`src/rtl/ingress_vc_shaper.sv`:
```
// Per-VC holding queues feeding the QoS block one word per clock, round-robin
// among VCs whose QoS flow-control state allows sending.
module ingress_vc_shaper #(
    parameter int QUEUE_QUANTITY = 4,
    parameter int DATA_BITS      = 4,
    parameter int HOLD_DEPTH     = 2,
    parameter int VC_BITS        = $clog2(QUEUE_QUANTITY)
) (
    input  logic                        clk,
    input  logic                        rst,
    input  logic                        enb,
    input  logic                        in_valid,
    input  logic [VC_BITS-1:0]          in_vc,
    input  logic [DATA_BITS-1:0]        in_data,
    output logic                        in_ready,
    input  logic [QUEUE_QUANTITY-1:0]   pausa,
    input  logic [QUEUE_QUANTITY-1:0]   continuar,
    input  logic [QUEUE_QUANTITY-1:0]   error_full,
    output logic [VC_BITS-1:0]          vc_id,
    output logic [DATA_BITS-1:0]        data_word,
    output logic                        out_valid,
    output logic [2*QUEUE_QUANTITY-1:0] vc_state,
    output logic [7:0]                  drop_count
);
    localparam int PTR_BITS = (HOLD_DEPTH > 1) ? $clog2(HOLD_DEPTH) : 1;
    localparam int CNT_BITS = $clog2(HOLD_DEPTH) + 1;
    localparam logic [CNT_BITS-1:0] FULL = CNT_BITS'(HOLD_DEPTH);

    typedef enum logic [1:0] {RUN = 2'b00, PAUSED = 2'b01, ERROR = 2'b10} vc_st_e;

    logic [QUEUE_QUANTITY-1:0][1:0]           st;
    logic [QUEUE_QUANTITY-1:0][CNT_BITS-1:0]  occ;
    logic [QUEUE_QUANTITY-1:0][DATA_BITS-1:0] head;
    logic [QUEUE_QUANTITY-1:0]                elig;
    logic [QUEUE_QUANTITY-1:0]                push;
    logic [QUEUE_QUANTITY-1:0]                pop;
    logic [VC_BITS-1:0]                       ptr;
    logic [VC_BITS-1:0]                       grant;
    logic [VC_BITS-1:0]                       idx;
    int                                       sel;
    logic                                     grant_any;
    logic                                     accept;
    logic                                     in_err;
    logic                                     out_valid_q;

    // A VC in ERROR always accepts so upstream never stalls on it; the word is dropped.
    assign in_err   = (st[in_vc] == ERROR);
    assign in_ready = !rst && enb && (in_err || occ[in_vc] != FULL);
    assign accept   = in_valid && in_ready;

    for (genvar i = 0; i < QUEUE_QUANTITY; i++) begin : g_vc
        logic [1:0]           st_q;
        logic [DATA_BITS-1:0] mem [HOLD_DEPTH];
        logic [PTR_BITS-1:0]  wp;
        logic [PTR_BITS-1:0]  rp;
        logic [CNT_BITS-1:0]  n;

        assign push[i] = accept && !in_err && (in_vc == VC_BITS'(i));
        assign pop[i]  = grant_any && (grant == VC_BITS'(i));
        assign elig[i] = (st_q != PAUSED) && (st_q != ERROR) && (n != '0);
        assign st[i]   = st_q;
        assign occ[i]  = n;
        assign head[i] = mem[rp];

        always_ff @(posedge clk) begin
            if (rst) begin
                st_q <= RUN;
            end else if (enb) begin
                if (error_full[i]) begin
                    st_q <= ERROR;
                end else begin
                    case (st_q)
                        PAUSED:  if (continuar[i] && !pausa[i]) st_q <= RUN;
                        ERROR:   if (continuar[i]) st_q <= RUN;
                        default: if (pausa[i]) st_q <= PAUSED;
                    endcase
                end
            end
        end

        // Flush on error wins over a same-edge push or pop.
        always_ff @(posedge clk) begin
            if (rst) begin
                wp <= '0;
                rp <= '0;
                n  <= '0;
            end else if (enb) begin
                if (error_full[i]) begin
                    wp <= '0;
                    rp <= '0;
                    n  <= '0;
                end else begin
                    if (push[i]) wp <= wp + 1'b1;
                    if (pop[i])  rp <= rp + 1'b1;
                    n <= n + CNT_BITS'(push[i]) - CNT_BITS'(pop[i]);
                end
            end
        end

        always_ff @(posedge clk) begin
            if (enb && push[i] && !error_full[i]) mem[wp] <= in_data;
        end
    end

    always_comb begin
        grant_any = 1'b0;
        grant     = '0;
        idx       = '0;
        sel       = 0;
        for (int k = 0; k < QUEUE_QUANTITY; k++) begin
            sel = (int'(ptr) + k) % QUEUE_QUANTITY;
            idx = VC_BITS'(sel);
            if (!grant_any && elig[idx]) begin
                grant_any = 1'b1;
                grant     = idx;
            end
        end
    end

    always_ff @(posedge clk) begin
        if (rst) begin
            out_valid_q <= 1'b0;
            vc_id       <= '0;
            data_word   <= '0;
            ptr         <= '0;
            drop_count  <= '0;
        end else if (enb) begin
            out_valid_q <= grant_any;
            if (grant_any) begin
                vc_id     <= grant;
                data_word <= head[grant];
                ptr       <= (int'(grant) == QUEUE_QUANTITY - 1) ? '0 : grant + 1'b1;
            end
            if (accept && in_err && drop_count != 8'hFF) drop_count <= drop_count + 8'd1;
        end
    end

    assign out_valid = out_valid_q && enb;
    assign vc_state  = st;

endmodule

```
`config.mk`:
```
export PLATFORM = sky130hd
export DESIGN_NAME = ingress_vc_shaper
export DESIGN_NICKNAME = d
export VERILOG_FILES = /design/src/rtl/ingress_vc_shaper.sv
export SDC_FILE = /design/constraint.sdc
export NUM_CORES = 1
export LEC_CHECK = 0
export CAP_MARGIN = 20
export CORE_ASPECT_RATIO = 1.25
export CORE_MARGIN = 2
export CORE_UTILIZATION = 50
export CTS_CLUSTER_SIZE = 24
export DETAILED_ROUTE_END_ITERATION = 6
export PLACE_DENSITY = 0.73
export SETUP_SLACK_MARGIN = 0.1
export SLEW_MARGIN = 0
export SYNTH_ARGS = -nofsm -noshare
export SYNTH_HDL_FRONTEND = slang
export SYNTH_SLANG_ARGS = --single-unit
```
`constraint.sdc`:
```
create_clock -name clk -period 5.9 [get_ports clk]
set_input_delay 1.18 -clock clk [delete_from_list [all_inputs] [get_ports clk]]
set_output_delay 1.18 -clock clk [all_outputs]
set_load 0.005 [all_outputs]
```
==> results.yml, run 1 <==
clock_tree:
  clock-root-buffer: "clkbuf_8"
  cts_made_buffers: 9
  cts_max_path_buffers: 2
  cts_tree: "built"
  ctsResizeCount: 0
  cts_max_level: 3
  clock_latency_ps: 350
  post-cts-setup-buffers: 0
  cts_sinks: 77
  cts_hold_buf: 0
  path_clk_slew_ps: 80
layout:
  fin_cells: 514
  syn2layout_area_growth_pct: 19.24
  diodes: 0
  drive_gt1_share_pct: 7.346
  fin_nets: 457
  fin_area_um2: 4543
  postLayoutCoreUtil_pct: 61.39
power:
  ir_worst_vdd_uv: 171.8
  p_per_area_nw_per_um2: 246.3
  p_leak_nw: 1.718
  power_mw: 1.119
place:
  place.gp.congestion: 0.7652
  preCtsSetupSlack_ps: 1468
  placed_cells: 498
  placed_cell_area_um2: 4313
  port_buffers: 45
  hpwl_um: 5541
yosys:
  syn_nets: 415
  syn_inst: 375
  synthTopCellsByArea: "edfxtp_1 25%, dfxtp_1 24%, mux2i_1 7.6%"
  syn_area_per_cell_um2: 10.16
  synth_flop_cell: "dfxtp_1"
  synth_warnings: 0
  netlist_area_um2: 3810
  ys_seq_area_share_pct: 48.87
  synthDistinctLibCells: 48
  ys_ff_latch: 77
  yosysTopAreaCellShare_pct: 25.22
  yosys.area.top_type: "edfxtp_1"
  synthArstFlopShare_pct: 0
  synth_edf_count: 32
timing:
  final_hold_viol_count: 0
  finalMaxSlewViolations: 0
  tightest_slew_ps: 930.1
  fmax_mhz: 223.3
  tns_ps: 0
  skew_ps: 7.444
  timing.final.crit_share_pct: 75.92
  rsz0062_at_grt: "no"
  fin_hold_ws_ps: 465.9
  layout_setup_ws_ps: 1421
  relSlewSlack_pct: 37.99
  finalCriticalPeriod_ps: 4479
  finalSetupViolations: 0
floorplan:
  dieArea_um2: 8338
  start_util_pct: 51.48
  rows: 35
  fp.dieW_um: 82.08
  die_h_um: 101.6
  io_pins: 46
  coreArea_um2: 7401
critical_path:
  arrival_ps: 3300
  crit_path_end_kind: "output pin"
  start_kind: "primary input"
  criticalPathCategory: "primary input to output pin"
  path_cells: "clkdlybuf4s50_1, nor3b_1, a31oi_1, nor3b_1, a311oi_1, clkdlybuf4s50_1"
  rrSetupSlack_ps: 2350
  crit_path_max_fanout: 12
  required_ps: 4720
  cp_slowest_cell: "clkdlybuf4s50_1"
  cp_slowest_stage_delay_ps: 630
  rr_endpoint: "g_vc[3].n[1]"
  ff2ff_path_depth: 14
  r2r-start: "g_vc[2].st_q[0]"
min_path:
  hold_start: "vc_id[1]"
  min_path_cells: 2
  hold_path_end: "vc_id[1]"
  min_path_type: "flip-flop to flip-flop"
route:
  drc: 0
  drtPass1Iterations: 4
  num_vias: 2773
  wl_per_cell_um: 15.07
  routed-wl-met2_um: 3989
  wirelength_um: 7746
  postRouteAntennaNets: 0
  top_layer: "met4"
  drt-met1-wl_um: 3364
  viasPerCell: 5.395
  initialDrtViolationCount: 114
  routed-wl-met3_um: 242
grt:
  grt.overflow.total: 0
  antenna_found_initial: 0
  grt_usage_pct: 20.31
  grt_pass1_vias: 2733
  grt_max_degree: 44
  grt_pass1_wl_um: 12770
status:
  status: "finished clean"
run:
  cap_violations: 0
-- report_power, final --
group / internal [mW] / switching [mW]
Combinational: 0.0466 / 0.0492
Sequential: 0.560 / 0.00772
Clock: 0.253 / 0.203
Total: 0.859 / 0.259
-- cells by family (layout without fill, tap and decap cells) --
kind of cell / count (synthesis) / in the layout / synth area share (%)
compound gates: 65 / 65 / 10.74
xor+xnor: 13 / 13 / 2.989
fa+ha+maj: 18 / 18 / 5.911
buf+inv: 51 / 98 / 5.583
flops: 77 / 77 / 48.87
mux: 29 / 29 / 7.619
simple gates: 122 / 122 / 18.29
-- synthesized netlist by cell type, types with 8 or more instances --
cell type	count
clkbuf_1	8
nor3b_1	12
inv_1	34
a21oi_1	24
nand2b_1	15
o22ai_1	10
nor2_1	30
o21ai_0	10
nand2_1	24
ha_1	18
edfxtp_1	32
dfxtp_1	45
mux2i_1	29
xor2_1	10
-- flip-flops by register name, indices dropped and copies added, names as in the netlist, named ones only --
| register | count |
|---|---|
| vc_id | 2 |
| g_vc.rp | 4 |
| ptr | 2 |
| g_vc.mem | 32 |
| drop_count | 8 |
| g_vc.st_q | 8 |
| out_valid_q | 1 |
| g_vc.n | 8 |
| g_vc.wp | 4 |
| data_word | 4 |
-- worst max path at each step --
stage / from / to / slack (ps)
after floorplan: in_vc[1] / in_ready / 2820
after global placement: in_vc[1] / in_ready / 1510
after detailed placement: in_vc[1] / in_ready / 1470
after CTS: in_vc[1] / in_ready / 1430
after global routing: in_vc[1] / in_ready / 1300
final: in_vc[1] / in_ready / 1420
-- cell usage in the layout (no fill, tap or decap), types with 2 or more instances in the layout --
cell type        instances
and3_1                   5
o21ai_1                  6
nand2_1                 24
a22oi_1                  3
o21ai_0                 10
inv_1                   34
a31oi_1                  2
o22ai_1                 10
bufinv_16                2
inv_6                    2
a21oi_1                 24
nand4_1                  5
mux2i_1                 29
nor3_1                   6
clkbuf_8                10
nand3_1                  4
xnor2_1                  3
clkinvlp_4               2
and2_1                   4
edfxtp_1                32
ha_1                    18
dfxtp_1                 45
xor2_1                  10
nor3b_1                 12
or3_1                    4
o21a_1                   2
nand2b_1                15
nor2_1                  30
nand3b_1                 4
clkdlybuf4s50_1         45
buf_4                    3
-- area by class of cell --
class	count	area [µm²]
clock inverters	6	92.59
flip-flops and latches	77	1862
well taps	92	115.1
fillers	637	2858
inverters	34	127.6
multi-input cells	247	1735
repair buffers	48	473.0
clock buffers	10	137.6
-- per-layer routing --
metal,GRT usage [%],vias to the layer above
met5,0,-
met4,8.846,0
met3,3.832,11
met2,35.71,46
met1,23.77,1322
li1,-,1394
-- worst max-delay path: cells and delay by family --
kind                   cells  cell delay [ps]
AOI/OAI and AO/OA          2              430
buffers and inverters      2             1190
and+or+nand+nor            2              490
No activity file was read; power rests on OpenSTA's default activity.
==> inputs of run 2 (changes only) <==
--- a/config.mk
+++ b/config.mk
@@ -11,7 +11,7 @@
 export CORE_UTILIZATION = 50
 export CTS_CLUSTER_SIZE = 24
 export DETAILED_ROUTE_END_ITERATION = 6
-export PLACE_DENSITY = 0.73
+export PLACE_DENSITY = 0.76
 export SETUP_SLACK_MARGIN = 0.1
 export SLEW_MARGIN = 0
 export SYNTH_ARGS = -nofsm -noshare
==> constraint.sdc (replaced) <==
create_clock -name clk -period 3.9 [get_ports clk]
set_input_delay 0.78 -clock clk [delete_from_list [all_inputs] [get_ports clk]]
set_output_delay 0.78 -clock clk [all_outputs]
set_load 0.005 [all_outputs]
==> results.yml, run 2 (synthesis gave the netlist of run 1 again) <==
grt:
  grt_pass1_vias: 2564
  grt_pass1_wl_um: 12340
  grt_max_degree: 42
  grt.overflow.total: 0
  antenna_found_initial: 0
  grt_usage_pct: 19.46
clock_tree:
  path_clk_slew_ps: 80
  post-cts-setup-buffers: 0
  ctsResizeCount: 0
  cts_hold_buf: 0
  cts_sinks: 77
  clock_latency_ps: 350
  cts_max_level: 3
  cts_made_buffers: 9
  clock-root-buffer: "clkbuf_8"
  cts_max_path_buffers: 2
  cts_tree: "built"
place:
  port_buffers: 45
  place.gp.congestion: 0.8180
  placed_cells: 501
  hpwl_um: 5538
floorplan:
  dieArea_um2: 8338
  start_util_pct: 51.48
  rows: 35
  io_pins: 46
  coreArea_um2: 7401
  die_h_um: 101.6
  fp.dieW_um: 82.08
timing:
  skew_ps: 6.033
  relSlewSlack_pct: 54.75
  tns_ps: 0
  final_hold_viol_count: 0
  fmax_mhz: 293.0
  finalCriticalPeriod_ps: 3412
  rsz0062_at_grt: "no"
  finalSetupViolations: 0
  tightest_slew_ps: 677.3
  timing.final.crit_share_pct: 87.50
  finalMaxSlewViolations: 0
critical_path:
  cp_slowest_cell: "clkdlybuf4s50_1"
  path_cells: "clkdlybuf4s50_1, buf_4, nor3b_1, a31oi_1, nor3b_1, a311oi_1, clkdlybuf4s50_1"
  arrival_ps: 2630
  rrSetupSlack_ps: 760
  required_ps: 3120
  crit_path_end_kind: "output pin"
  start_kind: "primary input"
  cp_slowest_stage_delay_ps: 560
  cp_top_family: "buffers and inverters"
  worst-path-buf-inv: 3
  crit_path_max_fanout: 12
  criticalPathCategory: "primary input to output pin"
route:
  num_vias: 2786
  drc: 0
  wl_per_cell_um: 14.57
  postRouteAntennaNets: 0
  wirelength_um: 7532
  initialDrtViolationCount: 151
  drtPass1Iterations: 5
  viasPerCell: 5.389
layout:
  fin_cells: 517
  fin_nets: 460
  diodes: 0
  syn2layout_area_growth_pct: 19.64
  multiInputGateArea_um2: 1735
  final_cell_mix: "45 x dfxtp_1, 45 x clkdlybuf4s50_1, 34 x inv_1"
  top_register: "g_vc.mem"
  largest_register_ffs: 32
  regArea_um2: 1862
  n_fill_cell: 616
  drive_gt1_share_pct: 7.765
power:
  ir_worst_vdd_uv: 207.9
  p_per_area_nw_per_um2: 368.4
  p_leak_nw: 1.735
min_path:
  min_path_type: "flip-flop to flip-flop"
run:
  cap_violations: 0
status:
  status: "finished clean"
## run 2: changes by cell type in the layout (fill, tap and decap cells not counted), sizes merged
| cell | delta |
|---|---|
| buf | +3 |
| clkinv | +2 |
| clkinvlp | -2 |
## run 2: area by class of cell
cell class / instances / share of cell area [%]
inverters: 34 / 2.800
well taps: 92 / 2.525
clock inverters: 6 / 2.086
repair buffers: 51 / 10.87
multi-input cells: 247 / 38.07
clock buffers: 10 / 2.800
flip-flops and latches: 77 / 40.85
## run 2: worst paths after layout
check,end,cells after the start,start
min reg2reg,vc_id[0],2,vc_id[0]
max,in_ready,7,in_vc[1]
max reg2reg,g_vc[3].n[1],15,g_vc[1].st_q[0]
min,vc_id[0],2,vc_id[0]
## run 2: per-stage QoR
stage | utilization, % | hold WS, ps | area (µm²) | total power, mW | worst slack (ps)
detailed placement | 58.58 | 460.8 | 4335 | 1.025 | 451.8
global placement | 58.58 | 446.4 | 4335 | 1.022 | 488.2
CTS | 61.59 | 472.4 | 4558 | 1.693 | 464.8
global route | 61.59 | 501.5 | 4558 | 1.748 | 306.5
finish | 61.59 | 464.2 | 4558 | 1.679 | 487.6
floorplan | - | 445.7 | 3810 | 0.9585 | 972.7
## run 2: worst register-to-register path, cell delays in order (launching register included)
cell and delay [ps]:
dfxtp_1 460, inv_1 80, ha_1 350, o21ai_1 150
o21ai_1 100, a222oi_1 330, buf_4 220, ha_1 180
and2_1 180, ha_1 240, inv_1 50, ha_1 150
xor2_1 180, o21ai_0 100, a22oi_1 190, nor2_1 50
## run 2: report_power, final
group / total [mW] / switching, mW / internal (mW)
clock: 0.674 / 0.307 / 0.367
combinational: 0.146 / 0.0741 / 0.0720
sequential: 0.859 / 0.0117 / 0.847
## run 2: per-layer routing
metal	global-route usage [%]	wire, µm	vias to the layer above
met5	0	0	-
met4	6.538	100	0
met3	4.011	316	10
met2	33.58	3853	60
met1	23.99	3261	1321
li1	-	-	1395
==> variant (settings of run 1) <==
Put one more register stage on the output `drop_count`, cleared by the reset. The value now appears one clock later. The other outputs are not delayed to match.
--- a/src/rtl/ingress_vc_shaper.sv
+++ b/src/rtl/ingress_vc_shaper.sv
@@ -28,4 +28,6 @@
 
     typedef enum logic [1:0] {RUN = 2'b00, PAUSED = 2'b01, ERROR = 2'b10} vc_st_e;
+
+    logic [7:0] drop_count_s0;
 
     logic [QUEUE_QUANTITY-1:0][1:0]           st;
@@ -124,5 +126,5 @@
             data_word   <= '0;
             ptr         <= '0;
-            drop_count  <= '0;
+            drop_count_s0 <= '0;
         end else if (enb) begin
             out_valid_q <= grant_any;
@@ -132,5 +134,5 @@
                 ptr       <= (int'(grant) == QUEUE_QUANTITY - 1) ? '0 : grant + 1'b1;
             end
-            if (accept && in_err && drop_count != 8'hFF) drop_count <= drop_count + 8'd1;
+            if (accept && in_err && drop_count_s0 != 8'hFF) drop_count_s0 <= drop_count_s0 + 8'd1;
         end
     end
@@ -139,4 +141,12 @@
     assign vc_state  = st;
 
+    always_ff @(posedge clk) begin
+        if (rst) begin
+            drop_count <= '0;
+        end else begin
+            drop_count <= drop_count_s0;
+        end
+    end
+
 endmodule
 
Function: changed (Yosys sat finds a counterexample within 4 cycles, from zero or initial values and one cycle with rst high).
==> variant against run 1 <==
- core utilization down 0.29 points
- wire length up 11%
- sequential share of layout area up 1.2 points
- worst setup slack better by 0.028 ns
- power up 0.17%
- sequential cell count up 8
- clock power down 9.0%
- count of clock-buffer cells in the layout unchanged
- design area up 5.4%
- synthesized area up 6.9%
==> variant: results (changes against run 1) <==
* Diodes inserted at 0 (unchanged)
* Synth Area per Inst at 10.20 um2 (+0.44%)
* Pre-CTS setup slack at 1.432 ns (-0.03598 ns)
* Fill cells at 666 (+4.6%)
* Final Net Count at 483 (+5.7%)
* Dpl hpwl at 6265 um (+13%)
* Sequential share of the synthesized area at 0.4966 (+0.007950)
* GPL Wtd Cong at 0.8204 (+7.2%)
* Distinct cell type count after synthesis at 61 (+27%)
* Share of cells above drive strength 1 at 0.07589 (+0.002433)
* DR iter-0 viols at 227 (+99%)
* Post-Synth XOR/XNOR Area at 0.01721 (-0.01268)
* Synth Area in Adders at 0.05532 (-0.003797)
* Leakage power at 0.001763 uW (+2.6%)
* Synth cell count leaders: dfxtp_1 (53), inv_1 (33), edfxtp_1 (32)
* Synth Area in Compound Gates at 0.1371 (+0.02967)
* Final wirelength at 8625 um (+11%)
* Largest net degree at the start of global routing at 47 (+6.8%)
* Peak supply drop at 147.9 uV (-14%)
* Cells after DPL at 527 (+5.8%)
* Overall global routing resource usage at 0.2024 (-0.0007290)
* Max FO, Critical Path at 9 (-3)
* Post-synthesis mux area share at 0.05224 (-0.02395)
* Status: finished, final reports clean
* EDFF count, synth at 32 (unchanged)
* DRT Pass-1 Iters at 6 (+2)
* Dpl cell area at 0.004589 mm2 (+6.4%)
* Rel. slew slack at 0.4922 (+0.1122)
* Mapped Nets at 439 (+5.8%)
* Synth area leaders: dfxtp_1 (26%), edfxtp_1 (24%), ha_1 (5.5%)
* Cell Int Power at 853.9 uW (-0.63%)
* Vias post-DR at 3,086 (+11%)
* # H-tree levels at 3 (unchanged)
==> variant: changes by cell type after synthesis, moves of 7 or more <==
| cell | run 1 | this run |
|---|---|---|
| o22ai_1 | 10 | 0 |
| nor2_1 | 30 | 18 |
| nand3_1 | 4 | 11 |
| mux2i_1 | 29 | 10 |
| nand4b_1 | 0 | 8 |
| nand3b_1 | 4 | 11 |
| o21ai_0 | 10 | 21 |
| dfxtp_1 | 45 | 53 |
| nor2b_1 | 1 | 15 |
==> variant: power groups by stage <==
stage               clock, uW  sequential (uW)  combinational [uW]
floorplan                   0              632                47.3
global route              444              620                98.7
global placement            0              633                86.1
CTS                       421              619                88.6
finish                    414              619                88.2
detailed placement          0              633                88.2
==> variant: layout make-up <==
class	instances	area, um2	area share
inverter	35	136.4	0.02848
timing repair buffer	47	465.4	0.09720
tap	95	118.9	0.02482
clock inverter	6	71.32	0.01489
sequential	85	2022	0.4223
clock buffer	10	127.6	0.02665
multi-input combinational	265	1847	0.3857
==> variant: final timing paths <==
path,depth (start not counted),start,to,slack (ns)
worst max-delay path,6,in_vc[1],in_ready,1.45
worst min-delay path,2,out_valid_q$_SDFFE_PP0P_,out_valid_q$_SDFFE_PP0P_,0.46
worst max register to register,16,g_vc[2].st_q[0]$_SDFFE_PP0P_,g_vc[3].n[1]$_SDFFE_PP0P_,2.14
worst min register to register,2,out_valid_q$_SDFFE_PP0P_,out_valid_q$_SDFFE_PP0P_,0.46
==> variant: worst max-delay path, cell delays in order <==
cell	delay, ns
clkdlybuf4s50_1	0.67
nor3b_1	0.09
a31o_1	0.21
nor2b_1	0.13
a2111oi_0	0.40
clkdlybuf4s50_1	0.57
==> variant: metal layers <==
metal | track usage | routed length (um)
met1 | 0.2421 | 3564
met3 | 0.03002 | 308
met5 | 0 | 0
met2 | 0.3555 | 4544
met4 | 0.09070 | 207
